--- src/rtl/ilm_log_stage_pkg.sv ---
// Shared widths and the per-operand record for the log-domain multiplier front end.
// Latency: n/a (declarations only).
// Backpressure: n/a.
//
// Contents: OPW (operand width), FW (fraction width), CW (characteristic
// width), KW (leading-one index width), op_t (per-operand k/f/z record).
package ilm_pkg;

  localparam int OPW = 16;
  localparam int FW  = OPW - 1;
  localparam int CW  = 5;
  localparam int KW  = 4;

  // One operand after leading-one detection: index k, left-aligned fraction f,
  // and a zero flag z (k and f are both 0 when z is set).
  typedef struct packed {
    logic [KW-1:0] k;
    logic [FW-1:0] f;
    logic          z;
  } op_t;

endpackage

--- src/rtl/ilm_log_stage_if.sv ---
// Operand/result handshake bundle for ilm_log_stage.
// Latency: n/a (wires only).
// Backpressure: valid/ready on both sides.
//
// Signals: in_valid/in_ready/in_a/in_b (operand pair in),
// out_valid/out_ready/out_char/out_frac/out_zero (result out).
// slave = stage view, master = producer/consumer view.
interface ilm_log_stage_if;
  import ilm_pkg::*;

  logic           in_valid;
  logic           in_ready;
  logic [OPW-1:0] in_a;
  logic [OPW-1:0] in_b;
  logic           out_valid;
  logic           out_ready;
  logic [CW-1:0]  out_char;
  logic [FW-1:0]  out_frac;
  logic           out_zero;

  modport slave (
    input  in_valid, in_a, in_b, out_ready,
    output in_ready, out_valid, out_char, out_frac, out_zero
  );

  modport master (
    output in_valid, in_a, in_b, out_ready,
    input  in_ready, out_valid, out_char, out_frac, out_zero
  );

endinterface

--- src/rtl/ilm_log_stage_lod16.sv ---
// 16-bit leading-one detector and fraction aligner (module lod16).
// Latency: combinational, 0 cycles.
// Backpressure: none (pure function of i_x).
//
// Ports: i_x  - unsigned operand
//        o_op - k = leading-one index, f = bits below the leading one,
//               left-aligned and zero-filled, z = operand is zero
module lod16
  import ilm_pkg::*;
(
  input  logic [OPW-1:0] i_x,
  output op_t            o_op
);

  logic [KW-1:0] w_k;
  logic [KW-1:0] w_sh;

  // Highest set bit wins because later iterations overwrite earlier ones.
  always_comb begin
    w_k = '0;
    for (int i = 0; i < OPW; i++) begin
      if (i_x[i]) begin
        w_k = KW'(i);
      end
    end
  end

  // Shifting by FW-k puts the leading one at bit FW; it is then dropped by the
  // truncation, leaving only the fraction bits. A zero operand gives f=0.
  assign w_sh   = KW'(FW) - w_k;
  assign o_op.k = w_k;
  assign o_op.f = FW'(i_x << w_sh);
  assign o_op.z = (i_x == '0);

endmodule

--- src/rtl/ilm_log_stage.sv ---
// Log-domain multiplier front end: per-operand leading-one split, then log add.
// Latency: 2 cycles in->out when not stalled; one pair per cycle throughput.
// Backpressure: two-slot valid/ready pipeline; in_ready drops only when both slots are full and out_ready=0.
//
// Ports: clk  - rising-edge clock
//        rst  - synchronous active-high reset
//        bus  - ilm_log_stage_if.slave (operand pair in, char/frac/zero out)
// Parameters: OPW operand width (16 only), FW fraction width (OPW-1).
module ilm_log_stage #(
  parameter int OPW = 16,
  parameter int FW  = 15
) (
  input  logic             clk,
  input  logic             rst,
  ilm_log_stage_if.slave   bus
);
  import ilm_pkg::*;

  // S1: leading-one decomposition of both operands.
  op_t w_op_a;
  op_t w_op_b;

  lod16 u_lod_a (
    .i_x  (bus.in_a),
    .o_op (w_op_a)
  );

  lod16 u_lod_b (
    .i_x  (bus.in_b),
    .o_op (w_op_b)
  );

  logic r_s1_vld;
  op_t  r_s1_a;
  op_t  r_s1_b;

  // S2: result register feeding the antilog shifter / decode.
  logic          r_s2_vld;
  logic [CW-1:0] r_s2_char;
  logic [FW-1:0] r_s2_frac;
  logic          r_s2_zero;

  // Stage enables: a stage may load when it is empty or its content leaves.
  logic w_s2_en;
  logic w_s1_en;

  assign w_s2_en      = !r_s2_vld || bus.out_ready;
  assign w_s1_en      = !r_s1_vld || w_s2_en;
  assign bus.in_ready = w_s1_en;

  // Log-domain add of the two S1 records.
  logic [OPW-1:0] w_sum;
  logic           w_carry;
  logic           w_zero;
  logic [CW-1:0]  w_char;
  logic [FW-1:0]  w_frac;

  always_comb begin
    w_sum   = {1'b0, r_s1_a.f} + {1'b0, r_s1_b.f};
    w_carry = w_sum[OPW-1];
    w_zero  = r_s1_a.z | r_s1_b.z;
    // ka,kb <= 15 and carry <= 1, so the sum fits in 5 bits.
    w_char  = CW'(r_s1_a.k) + CW'(r_s1_b.k) + CW'(w_carry);
    // When the fraction sum reaches 1.0, the carry moves into the
    // characteristic and the low bits are the remaining fraction.
    w_frac  = w_sum[FW-1:0];
    // A zero operand still carries the other operand's k/f; clear them.
    if (w_zero) begin
      w_char = '0;
      w_frac = '0;
    end
  end

  always_ff @(posedge clk) begin
    if (rst) begin
      r_s1_vld  <= 1'b0;
      r_s1_a    <= '0;
      r_s1_b    <= '0;
      r_s2_vld  <= 1'b0;
      r_s2_char <= '0;
      r_s2_frac <= '0;
      r_s2_zero <= 1'b0;
    end else begin
      if (w_s1_en) begin
        r_s1_vld <= bus.in_valid;
        if (bus.in_valid) begin
          r_s1_a <= w_op_a;
          r_s1_b <= w_op_b;
        end
      end
      // Data registers hold their value unless new data arrives, so a stalled
      // result stays bit-stable and a drained one is simply marked invalid.
      if (w_s2_en) begin
        r_s2_vld <= r_s1_vld;
        if (r_s1_vld) begin
          r_s2_char <= w_char;
          r_s2_frac <= w_frac;
          r_s2_zero <= w_zero;
        end
      end
    end
  end

  assign bus.out_valid = r_s2_vld;
  assign bus.out_char  = r_s2_char;
  assign bus.out_frac  = r_s2_frac;
  assign bus.out_zero  = r_s2_zero;

endmodule

--- src/flat_wrapper.sv ---
// flat-port wrapper written by rule: the top's interface ports become plain ports
module ilm_log_stage_flat import ilm_pkg::*;
#(
  parameter int OPW = 16,
  parameter int FW  = 15
)
  (clk, rst, bus_in_valid, bus_in_a, bus_in_b, bus_out_ready, bus_in_ready, bus_out_valid, bus_out_char, bus_out_frac, bus_out_zero);
  ilm_log_stage_if bus_i ();
  input  logic clk;
  input  logic rst;
  input wire logic [$bits(bus_i.in_valid)-1:0] bus_in_valid;
  input wire logic [$bits(bus_i.in_a)-1:0] bus_in_a;
  input wire logic [$bits(bus_i.in_b)-1:0] bus_in_b;
  input wire logic [$bits(bus_i.out_ready)-1:0] bus_out_ready;
  output wire logic [$bits(bus_i.in_ready)-1:0] bus_in_ready;
  output wire logic [$bits(bus_i.out_valid)-1:0] bus_out_valid;
  output wire logic [$bits(bus_i.out_char)-1:0] bus_out_char;
  output wire logic [$bits(bus_i.out_frac)-1:0] bus_out_frac;
  output wire logic [$bits(bus_i.out_zero)-1:0] bus_out_zero;
  assign bus_i.in_valid = bus_in_valid;
  assign bus_i.in_a = bus_in_a;
  assign bus_i.in_b = bus_in_b;
  assign bus_i.out_ready = bus_out_ready;
  assign bus_in_ready = bus_i.in_ready;
  assign bus_out_valid = bus_i.out_valid;
  assign bus_out_char = bus_i.out_char;
  assign bus_out_frac = bus_i.out_frac;
  assign bus_out_zero = bus_i.out_zero;
  ilm_log_stage #(.OPW(OPW), .FW(FW)) u_core (.clk(clk), .rst(rst), .bus(bus_i));
endmodule
--- config.mk ---
export PLATFORM = sky130hd
export DESIGN_NAME = ilm_log_stage_flat
export DESIGN_NICKNAME = d
export VERILOG_FILES = /design/src/rtl/ilm_log_stage_pkg.sv /design/src/rtl/ilm_log_stage_if.sv /design/src/rtl/ilm_log_stage_lod16.sv /design/src/rtl/ilm_log_stage.sv /design/src/flat_wrapper.sv
export SDC_FILE = /design/constraint.sdc
export NUM_CORES = 1
export LEC_CHECK = 0
export ABC_AREA = 1
export CAP_MARGIN = 20
export CELL_PAD_IN_SITES_DETAIL_PLACEMENT = 1
export CELL_PAD_IN_SITES_GLOBAL_PLACEMENT = 2
export CORE_UTILIZATION = 30
export DETAILED_ROUTE_END_ITERATION = 8
export PLACE_DENSITY = 0.85
export SYNTH_ARGS = -nofsm -noshare
export SYNTH_HDL_FRONTEND = slang
export SYNTH_SLANG_ARGS = --single-unit
--- constraint.sdc ---
create_clock -name clk -period 3.9 [get_ports clk]
set_input_delay 0.585 -clock clk [delete_from_list [all_inputs] [get_ports clk]]
set_output_delay 0.585 -clock clk [all_outputs]
set_load 0.01 [all_outputs]
==> flow_metrics.env, run 1 <==
export IMPL_status="complete, but fails checks"
export IMPL_violations="DRC"
export IMPL_drive_gt1_frac=0.0601
export IMPL_dp_hpwl_um=11700
export IMPL_htree_levels=3
export IMPL_cpMostUsedCell="nand2_1"
export IMPL_min_path_type="reg2reg"
export IMPL_synth_warnings=0
export IMPL_cts_sinks=63
export IMPL_areaGrowthSynthToFinish_pct=22.3
export IMPL_final_common_cell="nand2_1"
export IMPL_cts_hold_buf=0
export IMPL_fp_dieW_um=125
export IMPL_wire_per_inst_um=15.4
export IMPL_cp_max_fo=4
export IMPL_grt_pass1_vias=5066
export IMPL_power_density_nw_per_um2=361
export IMPL_postCtsSetupBuffers=0
export IMPL_netlist_area_um2=4530
export IMPL_synth_edf_count=0
export IMPL_grt_max_degree=43
export IMPL_antenna_left=0
export IMPL_synth_compound_area_frac=0.139
export IMPL_fin_util=0.379
export IMPL_critical_path_class="reg2reg"
export IMPL_design_area_um2=5540
export IMPL_ios=59
export IMPL_first_iter_violations=170
export IMPL_cap_violations=0
export IMPL_ys_seq_elements=63
export IMPL_period_needed_ps=3340
export IMPL_tightest_slew_ps=910
export IMPL_yosys_area_share_xor_xnor=0
export IMPL_rows=44
export IMPL_fin_setup_tns_ps=0
export IMPL_dieArea_um2=15600
export IMPL_firstDrtPassIters=6
export IMPL_synth_cell_types=40
export IMPL_most_common_layout_cells="nand2_1 (198), nand3_1 (133), inv_1 (84)"
export IMPL_irDropWorstVdd_v=0.000219
export IMPL_num_nets_final=836
export IMPL_async_flop_share=0
export IMPL_clockBufferDepth=2
export IMPL_crit_required_ps=4170
export IMPL_grt_usage=0.197
export IMPL_path_cells="ha_1 > inv_1 > nor4_1 > nand3_1 > nand3_1 > nand2_1 > a31oi_1 > nand3_1 > nand2_1 > nand2_1 > nand2_1 > a21oi_1 > fa_1 > inv_1 > fa_1 > nand2_1 > inv_1 > nor2_1 > nor2_1 > o21ai_0 > a21oi_1"
export IMPL_rsz0062_at_grt="no"
export IMPL_synth_seq_area_share=0.278
export IMPL_die_h_um=125
export IMPL_n_antenna_cell=0
export IMPL_routed_wl_um=14800
export IMPL_syn_inst=731
export IMPL_arrival_ps=3610
export IMPL_synthMuxAreaShare=0
export IMPL_core_area_um2=14600
export IMPL_cts_resized_gates=0
export IMPL_synth_top_flop_cell="dfxtp_1"
export IMPL_initial_utilization=0.310
export IMPL_via_count=4958
export IMPL_viasPerCell=5.13
export IMPL_dp_cells=952
export IMPL_cp_slowest_cell="fa_1"
export IMPL_finalSetupViolCount=0
export IMPL_synth_top_family_by_area="simple AND/OR/NAND/NOR gates"
export IMPL_grt_pass1_wl_um=24900
export IMPL_numCtsBuffers=9
export IMPL_io_buffers=58
export IMPL_cp_start_kind="flip-flop"
export IMPL_grt_overflow=0
export IMPL_max_stage_delay_ps=460
export IMPL_yosys_area_share_simple=0.410
export IMPL_cellLeakagePower_nw=2.58
export IMPL_synth_nets=788
export IMPL_fin_crit_sh=0.856
export IMPL_max_clock_freq_mhz=300
export IMPL_instances_no_fill=966
export IMPL_clk_latency_ps=330
export IMPL_antenna_found_initial=0
export IMPL_syn_avg_cell_area_um2=6.20
export IMPL_placed_cell_area_um2=5250
export IMPL_total_power_mw=2.00
export IMPL_synth_adder_area_share=0.0629
export IMPL_endpoint_kind="flip-flop"
export IMPL_place_congestion=0.861
export IMPL_tritoncts="done"
export IMPL_finalHoldViolCount=0
export IMPL_drv_slew=0
export IMPL_clock_skew_ps=8.58
export IMPL_slew_headroom=0.391
export IMPL_clk_pin_slew_ps=60
export IMPL_fillCellCount=1935
export IMPL_drc=4
export IMPL_cts_root_buf="clkbuf_16"
==> where the power goes <==
part           internal (mW)  switching (mW)
sequential             0.689          0.0284
combinational          0.180           0.291
clock                  0.522           0.289
==> synthesized netlist by cell type (2+ instances only) <==
cell type,n,area share
a21o_1,2,0.0033
a21oi_1,71,0.078
a21oi_2,3,0.0058
a22oi_1,2,0.0033
a2bb2oi_1,2,0.0039
and2_1,2,0.0028
buf_2,5,0.0055
buf_4,3,0.0050
buf_6,4,0.0099
clkbuf_1,18,0.015
clkinv_1,2,0.0017
dfxtp_1,63,0.28
fa_1,3,0.013
ha_1,18,0.050
inv_1,84,0.070
inv_2,3,0.0025
nand2_1,198,0.16
nand2_2,4,0.0055
nand2_4,2,0.0050
nand3_1,133,0.15
nand3_2,7,0.015
nand4_1,8,0.011
nor2_1,45,0.037
nor3_1,6,0.0066
nor4_1,4,0.0055
o211ai_1,5,0.0083
o21ai_0,20,0.022
o21ai_1,2,0.0022
==> registers in the layout, summed over array words and instances, names as in the netlist <==
signal,flops
u_core.r_s1_a,20
u_core.r_s1_b,20
u_core.bus.out_frac,15
u_core.bus.out_char,5
u_core.bus.out_valid,1
u_core.bus.out_zero,1
u_core.r_s1_vld,1
==> kinds of logic after synthesis <==
logic type      count (synthesis)
buf+inv                       119
compound gates                114
fa+ha+maj                      21
simple gates                  414
flops                          63
==> per-layer routing <==
| layer | track usage | routed length (µm) | vias to the layer above |
|---|---|---|---|
| met5 | 0 | 0 | - |
| met4 | 0.0459 | 198 | 0 |
| met3 | 0.0326 | 378 | 13 |
| met2 | 0.344 | 7110 | 61 |
| met1 | 0.253 | 7150 | 2371 |
| li1 | - | - | 2513 |
==> worst paths after layout <==
check | startpoint | depth (start not counted) | slack, ps | to
hold / removal | u_core.bus.out_frac[4] | 2 | 460 | u_core.bus.out_frac[4]
hold reg to reg | u_core.bus.out_frac[4] | 2 | 460 | u_core.bus.out_frac[4]
setup / recovery | u_core.r_s1_a[9] | 21 | 560 | u_core.bus.out_char[4]
setup reg to reg | u_core.r_s1_a[9] | 21 | 560 | u_core.bus.out_char[4]
==> critical path, delay by kind of cell (launching register included) <==
family                     cells  cell delay, ps
buffers and inverters          3             260
AOI/OAI and AO/OA              4             520
and+or+nand+nor               11            1200
adders and majority gates      3             990
DFF                            1             320
==> cell type report <==
type	count	area [µm²]	area share
inverters	89	334	0.0603
well taps	184	230	0.0415
repair buffers	67	643	0.116
clock buffers	11	253	0.0456
clock inverters	3	43.8	0.00790
flip-flops and latches	63	1260	0.228
multi-input cells	549	2780	0.501
==> per-stage QoR <==
| stage | hold WS, ps | setup WS, ps |
|---|---|---|
| CTS | 469 | 546 |
| global placement | 454 | 662 |
| floorplan | 445 | 951 |
| finish | 464 | 562 |
| detailed placement | 462 | 553 |
| global route | 491 | 190 |
Power figures use the tool's default switching activity.
==> run 2: changes to the inputs <==
--- a/config.mk
+++ b/config.mk
@@ -5,12 +5,13 @@
 export SDC_FILE = /design/constraint.sdc
 export NUM_CORES = 1
 export LEC_CHECK = 0
-export ABC_AREA = 1
+export ABC_AREA = 0
 export CAP_MARGIN = 20
 export CELL_PAD_IN_SITES_DETAIL_PLACEMENT = 1
 export CELL_PAD_IN_SITES_GLOBAL_PLACEMENT = 2
-export CORE_UTILIZATION = 30
+export CORE_UTILIZATION = 33
 export DETAILED_ROUTE_END_ITERATION = 8
+export GPL_TIMING_DRIVEN = 0
 export PLACE_DENSITY = 0.85
 export SYNTH_ARGS = -nofsm -noshare
 export SYNTH_HDL_FRONTEND = slang
==> run 2 against run 1 <==
Effect of this change:
- the run now ends clean
- non-clock buffer count increased by 17
- maximum frequency fell by 12%
- sequential share of layout area down 0.18 points
==> flow_metrics.env, run 2 <==
export IMPL_status="completed"
export IMPL_synth_top_flop_cell="dfxtp_1"
export IMPL_grt_overflow=0
export IMPL_period_needed_ps=3780
export IMPL_finalSetupViolCount=0
export IMPL_tritoncts="done"
export IMPL_first_iter_violations=252
export IMPL_async_flop_share=0
export IMPL_synth_top_area_frac=0.280
export IMPL_syn_inst=571
export IMPL_dieArea_um2=14100
export IMPL_yosys_area_share_xor_xnor=0.0233
export IMPL_clk_pin_slew_ps=50
export IMPL_netlist_area_um2=4510
export IMPL_power_frac_seq=0.366
export IMPL_endpoint_kind="flip-flop"
export IMPL_drv_slew=0
export IMPL_clk_latency_ps=330
export IMPL_finalHoldViolCount=0
export IMPL_n_antenna_cell=0
export IMPL_synth_seq_area_share=0.280
export IMPL_combPwrFrac=0.256
export IMPL_power_density_nw_per_um2=353
export IMPL_critical_path_class="reg2reg"
export IMPL_dp_hpwl_um=11900
export IMPL_synth_compound_area_frac=0.289
export IMPL_synth_area_leaders="dfxtp_1 (28%), nor2_1 (7.2%), mux2i_1 (6.0%), a22oi_1 (5.7%), ha_1 (5.0%)"
export IMPL_synth_adder_area_share=0.0632
export IMPL_htree_levels=3
export IMPL_synth_edf_count=0
export IMPL_pwr_share_clk=0.377
export IMPL_fin_util=0.421
export IMPL_syn_avg_cell_area_um2=7.90
export IMPL_slew_headroom=0.402
export IMPL_total_power_mw=1.97
export IMPL_antenna_found_initial=0
export IMPL_synth_most_common_cell="nor2_1"
export IMPL_synth_nets=628
export IMPL_firstDrtPassIters=5
export IMPL_fin_crit_sh=0.968
export IMPL_crit_required_ps=4080
export IMPL_routed_wl_um=15100
export IMPL_ios=59
export IMPL_num_nets_final=693
export IMPL_max_clock_freq_mhz=265
export IMPL_synth_top_family_by_area="compound AO/OA/AOI/OAI gates"
export IMPL_io_buffers=52
export IMPL_cap_violations=0
export IMPL_tightest_slew_ps=888
export IMPL_most_common_layout_cells="nor2_1 (86), dfxtp_1 (62), clkdlybuf4s50_1 (52)"
export IMPL_grt_pass1_vias=4815
export IMPL_final_common_cell="nor2_1"
export IMPL_cts_sinks=63
export IMPL_min_path_type="reg2reg"
export IMPL_cellLeakagePower_nw=2.21
export IMPL_grt_max_degree=11
export IMPL_yosys_area_top_type="dfxtp_1"
export IMPL_switching_share=0.308
export IMPL_drive_gt1_frac=0.0733
export IMPL_synth_warnings=0
export IMPL_areaGrowthSynthToFinish_pct=24.0
export IMPL_antenna_left=0
export IMPL_cts_root_buf="clkbuf_16"
export IMPL_grt_usage=0.223
export IMPL_clockBufferDepth=2
export IMPL_clock_skew_ps=5.94
export IMPL_fp_dieW_um=119
export IMPL_yosys_area_share_simple=0.223
export IMPL_wire_per_inst_um=18.5
export IMPL_place_congestion=0.884
export IMPL_initial_utilization=0.339
export IMPL_cp_start_kind="flip-flop"
export IMPL_rows=42
export IMPL_core_area_um2=13300
export IMPL_cp_max_fo=3
export IMPL_p_sw_mw=0.608
export IMPL_die_h_um=119
export IMPL_p_int_mw=1.36
export IMPL_fin_setup_tns_ps=0
export IMPL_arrival_ps=3960
export IMPL_grt_pass1_wl_um=25000
export IMPL_synthMuxAreaShare=0.0707
export IMPL_numCtsBuffers=9
export IMPL_synth_cell_types=67
export IMPL_irDropWorstVdd_v=0.000212
export IMPL_via_count=4683
export IMPL_yosys_top_cells_count="nor2_1 (86), dfxtp_1 (63), nand2_1 (44), a22oi_1 (34), a21oi_1 (31)"
export IMPL_drc=0
export IMPL_viasPerCell=5.73
export IMPL_ys_seq_elements=63
==> run 2: cell types whose count changed in the layout (fill, tap and decap cells not counted), sizes merged, moves of 19 or more <==
cell    delta
mux2i     +27
nand3    -122
a22oi     +32
a21oi     -43
nor2      +40
clkbuf    +19
nand2    -159
inv       -67
==> run 2: cell families after synthesis <==
family                   after synthesis
XOR/XNOR                              12
adder cells (fa/ha/maj)               21
flip-flops                            63
multiplexers                          30
buffers and inverters                 50
AO/OA/AOI/OAI                        184
AND/OR/NAND/NOR                      211
==> run 2: final cells by class <==
cell class	instances	area [µm²]
Clock inverter	3	17.5
Tap cell	176	220
Clock buffer	13	260
Fill cell	1612	7700
Sequential cell	63	1260
Buffer	30	155
Inverter	20	75.1
Timing Repair Buffer	54	536
Multi-Input combinational cell	458	3070
==> run 2: repair_timing <==
action	in CTS	in global routing
endpoints found under the setup margin	1	2
setup buffers	0	2
resized for setup	1	7
hold buffers	0	0
pin swaps	0	4
==> run 2: critical path: stages, from the launching register on <==
cell       delay [ps]
dfxtp_1           330
ha_1              310
a211o_1           360
a2111oi_4         470
o31ai_4           120
nor4_4            320
o41ai_2           150
a21o_1            230
a21oi_4           200
fa_1              190
inv_1              70
fa_1              450
a21oi_1           170
nor2b_1            60
o21ai_1           120
a21oi_1            80
==> run 2: power by group through the flow <==
stage / logic [mW] / clock network [mW] / registers (mW)
after floorplan: 0.317 / 0 / 0.729
after global placement: 0.482 / 0 / 0.735
after detailed placement: 0.495 / 0 / 0.736
after CTS: 0.498 / 0.756 / 0.723
after global routing: 0.557 / 0.791 / 0.727
final: 0.506 / 0.744 / 0.723
==> run 2: final timing paths <==
check	start	to	slack, ps	depth (start not counted)
min reg2reg	u_core.bus.out_frac[4]	u_core.bus.out_frac[4]	460	2
max	u_core.r_s1_b[2]	u_core.bus.out_char[4]	120	15
min	u_core.bus.out_frac[4]	u_core.bus.out_frac[4]	460	2
max reg2reg	u_core.r_s1_b[2]	u_core.bus.out_char[4]	120	15
==> run 2: metal layers <==
layer	vias to the layer above	GRT usage	part of all wire
met5	-	0	0
met4	0	0.0878	0.025
met3	23	0.0249	0.031
met2	112	0.375	0.48
met1	2291	0.290	0.47
li1	2257	-	-
==> run 2: metrics by stage <==
stage	cell area (µm²)	setup slack [ps]	std cells	hold slack [ps]
6_report	5590	125	817	457
5_1_grt	5590	-26.0	817	480
4_1_cts	5530	66.9	815	461
3_5_place_dp	5250	-25.2	799	451
3_3_place_gp	5250	56.4	799	446
2_1_floorplan	4510	590	571	432
==> run 3: changes to the inputs <==
--- a/config.mk
+++ b/config.mk
@@ -9,6 +9,7 @@
 export CAP_MARGIN = 20
 export CELL_PAD_IN_SITES_DETAIL_PLACEMENT = 1
 export CELL_PAD_IN_SITES_GLOBAL_PLACEMENT = 2
+export CORE_MARGIN = 2
 export CORE_UTILIZATION = 33
 export DETAILED_ROUTE_END_ITERATION = 8
 export GPL_TIMING_DRIVEN = 0
==> run 3 against run 2 <==
Effect of this change:
- sequential power about the same
- utilization up 0.12 points
- flip-flop and latch count unchanged
- combinational power about the same
- total power up 3.6%
- largest cell class unchanged
==> flow_metrics.env, run 3 (synthesized netlist as in run 2, its figures left out) <==
export IMPL_status="completed"
export IMPL_max_clock_freq_mhz=270
export IMPL_fillCellCount=1630
export IMPL_cellLeakagePower_nw=2.22
export IMPL_fin_crit_sh=0.949
export IMPL_tightest_slew_ps=872
export IMPL_final_common_cell="nor2_1"
export IMPL_multi_input_area_um2=3060
export IMPL_finalSetupViolCount=0
export IMPL_io_buffers=52
export IMPL_most_common_layout_cells="nor2_1 (86), dfxtp_1 (63), clkdlybuf4s50_1 (52)"
export IMPL_grt_overflow=0
export IMPL_critical_path_class="reg2reg"
export IMPL_endpoint_kind="flip-flop"
export IMPL_core_area_um2=13300
export IMPL_initial_utilization=0.339
export IMPL_min_to="u_core.bus.out_frac[4]"
export IMPL_cts_root_buf="clkbuf_16"
export IMPL_worstHoldStart="u_core.bus.out_frac[4]"
export IMPL_htree_levels=3
export IMPL_drc=0
export IMPL_tritoncts="done"
export IMPL_rows=42
export IMPL_r2r_end="u_core.bus.out_char[4]"
export IMPL_clk_pin_slew_ps=60
export IMPL_arrival_ps=3890
export IMPL_pwr_share_clk=0.397
export IMPL_die_h_um=121
export IMPL_crit_required_ps=4090
export IMPL_drive_gt1_frac=0.0794
export IMPL_regArea_um2=1260
export IMPL_period_needed_ps=3700
export IMPL_holdPathStages=2
export IMPL_switching_share=0.310
export IMPL_ios=59
export IMPL_slew_headroom=0.413
export IMPL_p_int_mw=1.41
export IMPL_cp_max_fo=3
export IMPL_cp_start_kind="flip-flop"
export IMPL_crit_path_start="u_core.r_s1_b[2]"
export IMPL_grt_pass1_wl_um=24900
export IMPL_num_nets_final=694
export IMPL_antenna_found_initial=0
export IMPL_ff2ff_setup_slack_ps=200
export IMPL_grt_max_degree=12
export IMPL_min_path_type="reg2reg"
export IMPL_wire_per_inst_um=19.0
export IMPL_placed_cell_area_um2=5250
export IMPL_dp_hpwl_um=12100
export IMPL_first_iter_violations=281
export IMPL_clk_latency_ps=330
export IMPL_dieArea_um2=14600
export IMPL_fp_dieW_um=121
export IMPL_firstDrtPassIters=5
export IMPL_areaGrowthSynthToFinish_pct=24.3
export IMPL_grt_pass1_vias=4690
export IMPL_clock_skew_ps=6.08
export IMPL_r2r_start="u_core.r_s1_b[2]"
export IMPL_cts_hold_buf=0
export IMPL_cap_violations=0
export IMPL_combPwrFrac=0.249
export IMPL_instances_no_fill=818
export IMPL_power_density_nw_per_um2=364
export IMPL_p_sw_mw=0.634
export IMPL_n_antenna_cell=0
export IMPL_dp_cells=799
export IMPL_place_congestion=0.897
export IMPL_power_frac_seq=0.354
export IMPL_reg2regPathDepth=15
export IMPL_finalHoldViolCount=0
export IMPL_fin_util=0.422
export IMPL_clockBufferDepth=2
export IMPL_drv_slew=0
export IMPL_antenna_left=0
export IMPL_irDropWorstVdd_v=0.000231
export IMPL_fin_setup_tns_ps=0
export IMPL_routed_wl_um=15600
export IMPL_cts_sinks=63
export IMPL_design_area_um2=5610
export IMPL_numCtsBuffers=9
export IMPL_viasPerCell=5.74
export IMPL_via_count=4695
export IMPL_grt_usage=0.214
-- run 3: metrics by stage --
step	hold WS, ps	worst slack, ps	total power [mW]
after floorplan	432	590	1.05
after global placement	445	44.5	1.22
after detailed placement	452	-9.64	1.23
after CTS	460	61.4	2.04
after global routing	507	-21.1	2.14
final	457	197	2.04
-- run 3: cell type report --
class | count | share of cell area
Multi-Input combinational cell | 458 | 0.545
Sequential cell | 63 | 0.225
Timing Repair Buffer | 55 | 0.0968
Clock buffer | 10 | 0.0426
Tap cell | 176 | 0.0393
Buffer | 30 | 0.0277
Inverter | 20 | 0.0134
Clock inverter | 6 | 0.0107
-- run 3: routing by layer --
metal	GRT usage	part of all wire	routed length [µm]	up-vias
li1	-	-	-	2260
met1	0.277	0.46	7190	2296
met2	0.379	0.48	7520	120
met3	0.0216	0.038	587	19
met4	0.0574	0.017	263	0
met5	0	0	0	-
-- run 3: worst max-delay path by stage --
| stage | depth (start not counted) | to | slack, ps |
|---|---|---|---|
| after detailed placement | 15 | u_core.bus.out_char[4] | -10 |
| after global placement | 15 | u_core.bus.out_char[4] | 40 |
| after CTS | 15 | u_core.bus.out_char[4] | 60 |
| after global routing | 15 | u_core.bus.out_char[4] | -20 |
| after floorplan | 15 | u_core.bus.out_char[4] | 590 |
| final | 15 | u_core.bus.out_char[4] | 200 |
-- run 3: power by group through the flow --
stage / logic, mW / clock network, mW / registers, mW
finish: 0.509 / 0.811 / 0.724
global placement: 0.483 / 0 / 0.735
detailed placement: 0.497 / 0 / 0.737
floorplan: 0.317 / 0 / 0.729
global route: 0.561 / 0.851 / 0.727
CTS: 0.501 / 0.817 / 0.724
-- run 3: timing repair --
item                       in CTS  in global routing
setup buffers                   0                  3
resized for setup               1                  6
pin swaps                       0                  7
cloned                          0                  0
setup endpoints to repair       1                  2
-- run 3: worst max-delay path, cell delays in order (launching register included) --
cell,delay [ps]
dfxtp_1,340
ha_1,320
a211o_1,370
a2111oi_4,430
o31ai_2,120
nor4_2,360
o41ai_2,110
a21o_1,210
a21oi_4,190
fa_1,210
inv_1,70
fa_2,410
a21oi_2,170
nor2b_1,60
o21ai_1,120
a21oi_1,70
